File: src/rtl/f2c_dma_writer_pkg.sv
// f2c_dma_writer_pkg
//   Shared definitions for the FPGA->CPU DMA writer: register channel
//   numbers, TLP geometry, MWr header constants and the writer state enum.
package f2c_dma_writer_pkg;

  // Register channels carried on the host register-write path.
  localparam logic [6:0] F2C_BASE   = 7'h10;
  localparam logic [6:0] MTR_BASE   = 7'h11;
  localparam logic [6:0] DMA_ENABLE = 7'h12;
  localparam logic [6:0] F2C_RDPTR  = 7'h13;

  localparam int unsigned QWS_PER_TLP = 16;

  // MWr 3DW header DW0: data TLP carries 32 DWs, metrics TLP carries 2 DWs.
  localparam logic [31:0] MWR_DW0_DATA = 32'h4000_0020;
  localparam logic [31:0] MWR_DW0_MTR  = 32'h4000_0002;

  typedef enum logic [2:0] {
    ST_IDLE,
    ST_FILL,
    ST_DATA_H0,
    ST_DATA_H1,
    ST_DATA_D,
    ST_MTR_H0,
    ST_MTR_H1,
    ST_MTR_D
  } f2c_state_e;

  // First header beat {DW1, DW0}; DW1 = requester ID, tag 0, all byte enables.
  function automatic logic [63:0] mwr_hdr_beat(input logic [15:0] req_id,
                                               input logic [31:0] dw0);
    return {req_id, 8'h00, 8'hFF, dw0};
  endfunction

endpackage

File: src/rtl/f2c_dma_writer_tlp_buffer.sv
// f2c_tlp_buffer
//   16 x 64-bit staging store for one data TLP payload. Writes append at
//   the fill counter; reads are registered (rd_data_o = mem[rd_addr_i] one
//   clock later).
// Ports
//   clk_i, rst_i      clock, synchronous active-high reset
//   clr_i             zero the fill counter (payload consumed or flushed)
//   wr_en_i/wr_data_i append one QW at position fill_o
//   rd_addr_i         read index, sampled every clock
//   rd_data_o         registered read data
//   fill_o            number of QWs stored (0..16)
module f2c_tlp_buffer
  import f2c_dma_writer_pkg::*;
(
  input  logic        clk_i,
  input  logic        rst_i,
  input  logic        clr_i,
  input  logic        wr_en_i,
  input  logic [63:0] wr_data_i,
  input  logic [3:0]  rd_addr_i,
  output logic [63:0] rd_data_o,
  output logic [4:0]  fill_o
);

  logic [63:0] mem_q [QWS_PER_TLP];
  logic [63:0] rd_data_q;
  logic [4:0]  fill_q;

  always_ff @(posedge clk_i) begin
    if (wr_en_i) mem_q[fill_q[3:0]] <= wr_data_i;
  end

  always_ff @(posedge clk_i) begin
    if (rst_i) begin
      rd_data_q <= '0;
      fill_q    <= '0;
    end else begin
      rd_data_q <= mem_q[rd_addr_i];
      if (clr_i)        fill_q <= '0;
      else if (wr_en_i) fill_q <= fill_q + 5'd1;
    end
  end

  assign rd_data_o = rd_data_q;
  assign fill_o    = fill_q;

endmodule

File: src/rtl/f2c_dma_writer.sv
// f2c_dma_writer
//   FPGA->CPU DMA ring producer. Collects 16 app QWs, emits a 128-byte MWr
//   to ring slot wrPtr, then a 1-QW MWr of the new wrPtr to the metrics
//   buffer. The host returns its read pointer via F2C_RDPTR.
// Ports
//   pcieClk_in, reset_in                 clock, synchronous active-high reset
//   cpuChan_in/cpuWrData_in/cpuWrValid_in host register writes
//   f2cData_in/f2cValid_in/f2cReady_out  app QW stream
//   txData_out/txValid_out/txReady_in    TLP beats, txSOP_out/txEOP_out framing
//   tlpCount_out, stallCount_out          statistics (zero unless F2C_STATS_EN)
// Build option: define F2C_STATS_EN to include the statistics counters.
module f2c_dma_writer
  import f2c_dma_writer_pkg::*;
#(
  parameter int unsigned LOG2_SLOTS = 4,
  parameter logic [15:0] REQ_ID     = 16'h0108
) (
  input  logic        pcieClk_in,
  input  logic        reset_in,
  input  logic [6:0]  cpuChan_in,
  input  logic [31:0] cpuWrData_in,
  input  logic        cpuWrValid_in,
  input  logic [63:0] f2cData_in,
  input  logic        f2cValid_in,
  output logic        f2cReady_out,
  output logic [63:0] txData_out,
  output logic        txValid_out,
  input  logic        txReady_in,
  output logic        txSOP_out,
  output logic        txEOP_out,
  output logic [31:0] tlpCount_out,
  output logic [31:0] stallCount_out
);

  f2c_state_e            state_q;
  logic [31:0]           f2cBase_q, mtrBase_q;
  logic                  enabled_q, clrPend_q;
  logic [LOG2_SLOTS-1:0] wrPtr_q, rdPtr_q;
  logic [3:0]            idx_q;
  logic [63:0]           txData_q;
  logic                  txValid_q, txSOP_q, txEOP_q;

  logic [4:0]  fill;
  logic [63:0] bufRdData;
  logic [3:0]  bufRdAddr_d;
  logic        txAccept, full, flush, lastData, bufWr, bufClr;
  logic [31:0] dataAddr, mtrAddr;

  assign txAccept = txValid_q & txReady_in;
  assign full     = (LOG2_SLOTS'(wrPtr_q + 1'b1) == rdPtr_q);
  assign flush    = clrPend_q && (state_q == ST_IDLE || state_q == ST_FILL);
  assign lastData = (state_q == ST_DATA_D) && txAccept && (idx_q == 4'(QWS_PER_TLP - 1));
  assign f2cReady_out = (state_q == ST_FILL) && enabled_q && !clrPend_q &&
                        (fill < 5'(QWS_PER_TLP));
  assign bufWr    = f2cValid_in & f2cReady_out;
  assign bufClr   = flush | lastData;
  assign dataAddr = (f2cBase_q + (32'(wrPtr_q) << 4)) << 3;
  assign mtrAddr  = mtrBase_q << 3;

  // Buffer read is registered while payload beats are registered too, so the
  // read index runs one beat ahead: rd_data always holds the next beat to load.
  always_comb begin
    bufRdAddr_d = '0;
    if (state_q == ST_DATA_H1)     bufRdAddr_d = txAccept ? 4'd1 : 4'd0;
    else if (state_q == ST_DATA_D) bufRdAddr_d = txAccept ? idx_q + 4'd2 : idx_q + 4'd1;
  end

  f2c_tlp_buffer u_buf (
    .clk_i     (pcieClk_in),
    .rst_i     (reset_in),
    .clr_i     (bufClr),
    .wr_en_i   (bufWr),
    .wr_data_i (f2cData_in),
    .rd_addr_i (bufRdAddr_d),
    .rd_data_o (bufRdData),
    .fill_o    (fill)
  );

  always_ff @(posedge pcieClk_in) begin
    if (reset_in) begin
      state_q   <= ST_IDLE;
      f2cBase_q <= '0;
      mtrBase_q <= '0;
      enabled_q <= 1'b0;
      clrPend_q <= 1'b0;
      wrPtr_q   <= '0;
      rdPtr_q   <= '0;
      idx_q     <= '0;
      txData_q  <= '0;
      txValid_q <= 1'b0;
      txSOP_q   <= 1'b0;
      txEOP_q   <= 1'b0;
    end else begin
      case (state_q)
        ST_IDLE: begin
          if (flush) begin
            wrPtr_q   <= '0;
            rdPtr_q   <= '0;
            clrPend_q <= 1'b0;
          end else if (enabled_q) begin
            state_q <= ST_FILL;
          end
        end
        ST_FILL: begin
          if (flush) begin
            wrPtr_q   <= '0;
            rdPtr_q   <= '0;
            clrPend_q <= 1'b0;
            state_q   <= ST_IDLE;
          end else if (fill == 5'(QWS_PER_TLP) && !full) begin
            txData_q  <= mwr_hdr_beat(REQ_ID, MWR_DW0_DATA);
            txValid_q <= 1'b1;
            txSOP_q   <= 1'b1;
            txEOP_q   <= 1'b0;
            state_q   <= ST_DATA_H0;
          end
        end
        ST_DATA_H0: if (txAccept) begin
          txData_q <= {32'h0, dataAddr};
          txSOP_q  <= 1'b0;
          state_q  <= ST_DATA_H1;
        end
        ST_DATA_H1: if (txAccept) begin
          txData_q <= bufRdData;
          idx_q    <= '0;
          state_q  <= ST_DATA_D;
        end
        ST_DATA_D: if (txAccept) begin
          if (idx_q == 4'(QWS_PER_TLP - 1)) begin
            wrPtr_q  <= wrPtr_q + 1'b1;
            txData_q <= mwr_hdr_beat(REQ_ID, MWR_DW0_MTR);
            txSOP_q  <= 1'b1;
            txEOP_q  <= 1'b0;
            state_q  <= ST_MTR_H0;
          end else begin
            txData_q <= bufRdData;
            idx_q    <= idx_q + 4'd1;
            txEOP_q  <= (idx_q == 4'(QWS_PER_TLP - 2));
          end
        end
        ST_MTR_H0: if (txAccept) begin
          txData_q <= {32'h0, mtrAddr};
          txSOP_q  <= 1'b0;
          state_q  <= ST_MTR_H1;
        end
        ST_MTR_H1: if (txAccept) begin
          // wrPtr_q already holds the post-increment slot here.
          txData_q <= {32'h0, 32'(wrPtr_q)};
          txEOP_q  <= 1'b1;
          state_q  <= ST_MTR_D;
        end
        ST_MTR_D: if (txAccept) begin
          txValid_q <= 1'b0;
          txEOP_q   <= 1'b0;
          state_q   <= enabled_q ? ST_FILL : ST_IDLE;
        end
        default: state_q <= ST_IDLE;
      endcase

      // Register writes come last so a write in a flush cycle is kept.
      if (cpuWrValid_in) begin
        case (cpuChan_in)
          F2C_BASE:  f2cBase_q <= cpuWrData_in;
          MTR_BASE:  mtrBase_q <= cpuWrData_in;
          F2C_RDPTR: rdPtr_q   <= cpuWrData_in[LOG2_SLOTS-1:0];
          DMA_ENABLE: begin
            enabled_q <= cpuWrData_in[0];
            if (!cpuWrData_in[0]) clrPend_q <= 1'b1;
          end
          default: ;
        endcase
      end
    end
  end

  assign txData_out  = txData_q;
  assign txValid_out = txValid_q;
  assign txSOP_out   = txSOP_q;
  assign txEOP_out   = txEOP_q;

`ifdef F2C_STATS_EN
  logic [31:0] tlpCount_q, stallCount_q;

  always_ff @(posedge pcieClk_in) begin
    if (reset_in || flush) begin
      tlpCount_q   <= '0;
      stallCount_q <= '0;
    end else begin
      if (lastData) tlpCount_q <= tlpCount_q + 32'd1;
      if (state_q == ST_FILL && fill == 5'(QWS_PER_TLP) && full)
        stallCount_q <= stallCount_q + 32'd1;
    end
  end

  assign tlpCount_out   = tlpCount_q;
  assign stallCount_out = stallCount_q;
`else
  assign tlpCount_out   = '0;
  assign stallCount_out = '0;
`endif

endmodule

File: config.mk
export PLATFORM = sky130hd
export DESIGN_NAME = f2c_dma_writer
export DESIGN_NICKNAME = d
export VERILOG_FILES = /design/src/rtl/f2c_dma_writer_pkg.sv /design/src/rtl/f2c_dma_writer_tlp_buffer.sv /design/src/rtl/f2c_dma_writer.sv
export SDC_FILE = /design/constraint.sdc
export NUM_CORES = 2
export LEC_CHECK = 0
export CORE_AREA = 5 5 333 335
export CTS_BUF_LIST = sky130_fd_sc_hd__clkbuf_2 sky130_fd_sc_hd__clkbuf_4 sky130_fd_sc_hd__clkbuf_8
export CTS_CLUSTER_DIAMETER = 150
export DETAILED_ROUTE_END_ITERATION = 6
export DIE_AREA = 0 0 338 340
export SETUP_SLACK_MARGIN = 0.1
export SLEW_MARGIN = 20
export SYNTH_ARGS = -nofsm -noshare
export SYNTH_HDL_FRONTEND = slang
export SYNTH_HIERARCHICAL = 1
export SYNTH_SLANG_ARGS = --single-unit
export TNS_END_PERCENT = 100
File: constraint.sdc
create_clock -name pcieClk_in -period 4.7 [get_ports pcieClk_in]
set_clock_uncertainty 0.15 [all_clocks]
set_input_delay 0.94 -clock pcieClk_in [delete_from_list [all_inputs] [get_ports pcieClk_in]]
set_output_delay 0.94 -clock pcieClk_in [all_outputs]
set_load 0.05 [all_outputs]
==> run_results.csv <==
group,metric,value,unit
status,status,"complete, but fails checks",
status,violations,"design-rule violations",
place,portBuffers,172,
drt,drc,7,
floorplanning,num_rows,121,
synthesis,netlist_area,48000,sq um
cells_and_area,layout_commonest_cell,"edfxtp_1",
drt,vias,27300,
place,place_ws,0.546,ns
power_and_ir_drop,ir_worst_vdd,0.237,mV
cells_and_area,fill_cells,8775,
drt,wl_per_cell,25.0,microns
clocking,clkSinkCount,1235,
synthesis,synthCells,2993,
synthesis,synth_top_flop_cell,"edfxtp_1",
drt,first_pass_iters,7,
place,gp_congestion,0.834,
critical_path,cpMaxStageDelayCell,"clkdlybuf4s50_1",
synthesis,ys_types,65,
sta,fin_crit,4.27,ns
synthesis,ys_ff_latch,1235,
floorplanning,die_area,115000,sq um
critical_path,worstPathRequired,3.61,ns
sta,finalCritPeriodShare,90.8,%
floorplanning,core_area,108000,sq um
critical_path,max_stage_delay,0.81,ns
clocking,numCtsBuffers,193,
synthesis,yosysTopAreaCell,"edfxtp_1",
synthesis,synth_top_area_share,64.1,%
sta,rsz0062_at_grt,"false",
synthesis,avgSynthCellArea,16.0,sq um
clocking,ctsHoldBuffers,0,
clocking,h-tree-depth,4,
clocking,cts.repair.resized,0,
global_routing,grt_pass1_wl,178000,microns
critical_path,cp.arrival,3.18,ns
synthesis,synthSimpleGateAreaFrac,3.77,%
place,dp.cells,4506,
synthesis,synth_compound_area_share,7.57,%
drt,drtAntennaViolNets,0,
critical_path,path_cells,"nand2_1 > nor3_1 > and3b_1 > clkdlybuf4s50_1",
floorplanning,io_pins,240,
sta,setup_ws,0.434,ns
global_routing,grt_max_degree,78,
global_routing,globalRoute.totalOverflow,0,
cells_and_area,final_cells,4874,
power_and_ir_drop,totalPowerFinal,0.0214,W
clocking,cts_buffer_depth,3,
cells_and_area,layout.cells.most_common_list,"edfxtp_1 (1024), mux2i_1 (519), a22oi_1 (235), nand2_1 (221), clkbuf_8 (215)",
cells_and_area,nNetsFinal,3409,
clocking,cts_tree,"yes",
sta,worst_pin_slew,1.03,ns
clocking,cts_root_buffer,"clkbuf_8",
global_routing,antenna_found_initial,18,
drt,wl_met3,8470,microns
sta,fmax,0.234,GHz
critical_path,criticalPathCategory,"reg2out",
synthesis,synth_mux_area_share,11.6,%
synthesis,synth_top_family_by_area,"multiplexers",
drt,first_iter_violations,2500,
floorplanning,start_util,44.5,%
cells_and_area,syn2layout_area_growth,15.9,%
synthesis,yosysWarningCount,6,
sta,drv_slew,0,
global_routing,grtUsageTotal,20.8,%
sta,setup_violations,0,
place,dpl.hpwl,68600,microns
synthesis,synth_xor_area_share,0.675,%
floorplanning,die_h,340,microns
clocking,clk_pin_slew,0.06,ns
sta,maxSlewHeadroom,31.1,%
critical_path,end_kind,"output port",
synthesis,synth_enable_flop_cells,1024,
synthesis,ys_async_sr_fraction,0,%
critical_path,cp-start-kind,"flip-flop",
min_path,min_path_type,"reg2reg",
sta,finalHoldViolCount,0,
drt,viasPerCell,5.61,
global_routing,grt_pass1_vias,27300,
synthesis,synth-seq-area-share,72.9,%
synthesis,synth_area_leaders,"edfxtp_1 (64%), mux2i_1 (11%), dfxtp_1 (8.8%)",
drt,wirelength,122000,microns
critical_path,critPathMaxFanout,15,
power_and_ir_drop,power_density,385,nW/um^2
sta,tns,0,ns
clocking,postCtsSetupBuffers,0,
flow_run,cap_violations,0,
clocking,worstSkewPairLatency,0.87,ns
synthesis,synth_adder_area_share,0.381,%
drt,wl_met2,57900,microns
drt,met1_length,53000,microns
power_and_ir_drop,p_leak,17.6,nW
drt,highest_layer,"met5",
cells_and_area,drive_gt1_share,14.3,%
floorplanning,die-width,338,microns
## state kept, by name, indices dropped and copies added (netlist names), 3 cells and up
register         flops
txData_out          64
u_buf/rd_data_o     64
state_q              3
wrPtr_q              4
idx_q                4
u_buf/mem_q       1024
f2cBase_q           29
mtrBase_q           29
rdPtr_q              4
u_buf/fill_o         5
## worst max-delay path, delay by kind of cell, from the launching register on
| family | cells | cell delay (ns) |
|---|---|---|
| and+or+nand+nor | 3 | 0.86 |
| DFF | 1 | 0.63 |
| buffers and inverters | 1 | 0.81 |
## metal layers
metal | GRT usage (%) | vias up
li1 | - | 12200
met1 | 29.0 | 14000
met2 | 33.4 | 956
met3 | 4.44 | 188
met4 | 6.00 | 6
met5 | 0 | -
## layout make-up
cell class	instances	area (sq um)	area share [%]
sequential	1235	35000	62.9
multi-input combinational	1567	11900	21.3
clock buffer	296	3570	6.41
timing repair buffer	276	3000	5.39
tap	1414	1770	3.18
clock inverter	60	379	0.682
inverter	14	52.6	0.0945
antenna	12	30.0	0.0540
## logic make-up (layout without fill, tap and decap cells)
kind of cell / Yosys count / count (layout)
AOI/OAI and AO/OA: 507 / 507
xor gates and xnor gates: 37 / 37
adders and majority gates: 14 / 14
buffers and inverters: 254 / 646
DFF: 1235 / 1235
muxes: 535 / 535
other: 1 / 76
and+or+nand+nor: 410 / 410
## stage by stage
stage | hold slack [ns] | instance area (sq um) | util, %
floorplan | 0.276 | 48200 | -
global placement | 0.292 | 51600 | 47.9
detailed placement | 0.290 | 51600 | 47.9
CTS | 0.205 | 55600 | 51.6
global route | 0.235 | 55600 | 51.6
finish | 0.296 | 55600 | 51.6
## power by group
part           leakage, nW  switching [W]  internal [W]  total (W)
combinational         4.55       0.000351      0.000127   0.000479
clock                 2.13        0.00411       0.00492    0.00903
sequential            10.9      0.0000316        0.0119     0.0119
total                 17.6        0.00449        0.0169     0.0214
## path summary, 6_finish.rpt
check	from	slack, ns	to	cells past startpoint
min	u_buf/rd_data_o[63]	0.30	txData_out[63]	1
min reg2reg	u_buf/rd_data_o[63]	0.30	txData_out[63]	1
max reg2reg	state_q[0]	0.80	u_buf/mem_q[3][52]	7
max	state_q[0]	0.43	f2cReady_out	4
## synth_stat cells, types with 11 or more instances
master,count
nand2_1,221
edfxtp_1,1024
dfxtp_1,211
o21ai_1,31
xor2_1,22
a22oi_1,235
a211oi_1,15
o21ai_0,22
mux4_2,15
a21oi_1,52
buf_6,18
clkbuf_1,71
nand3_1,11
nor3_1,22
nor2_1,86
buf_2,44
buf_4,99
ha_1,13
mux2i_1,519
a221oi_1,18
inv_1,14
o2bb2ai_1,19
a22o_1,28
and2_1,20
a222oi_1,16
o22ai_1,49
xnor2_1,15
(Power assumes the default switching activity.)
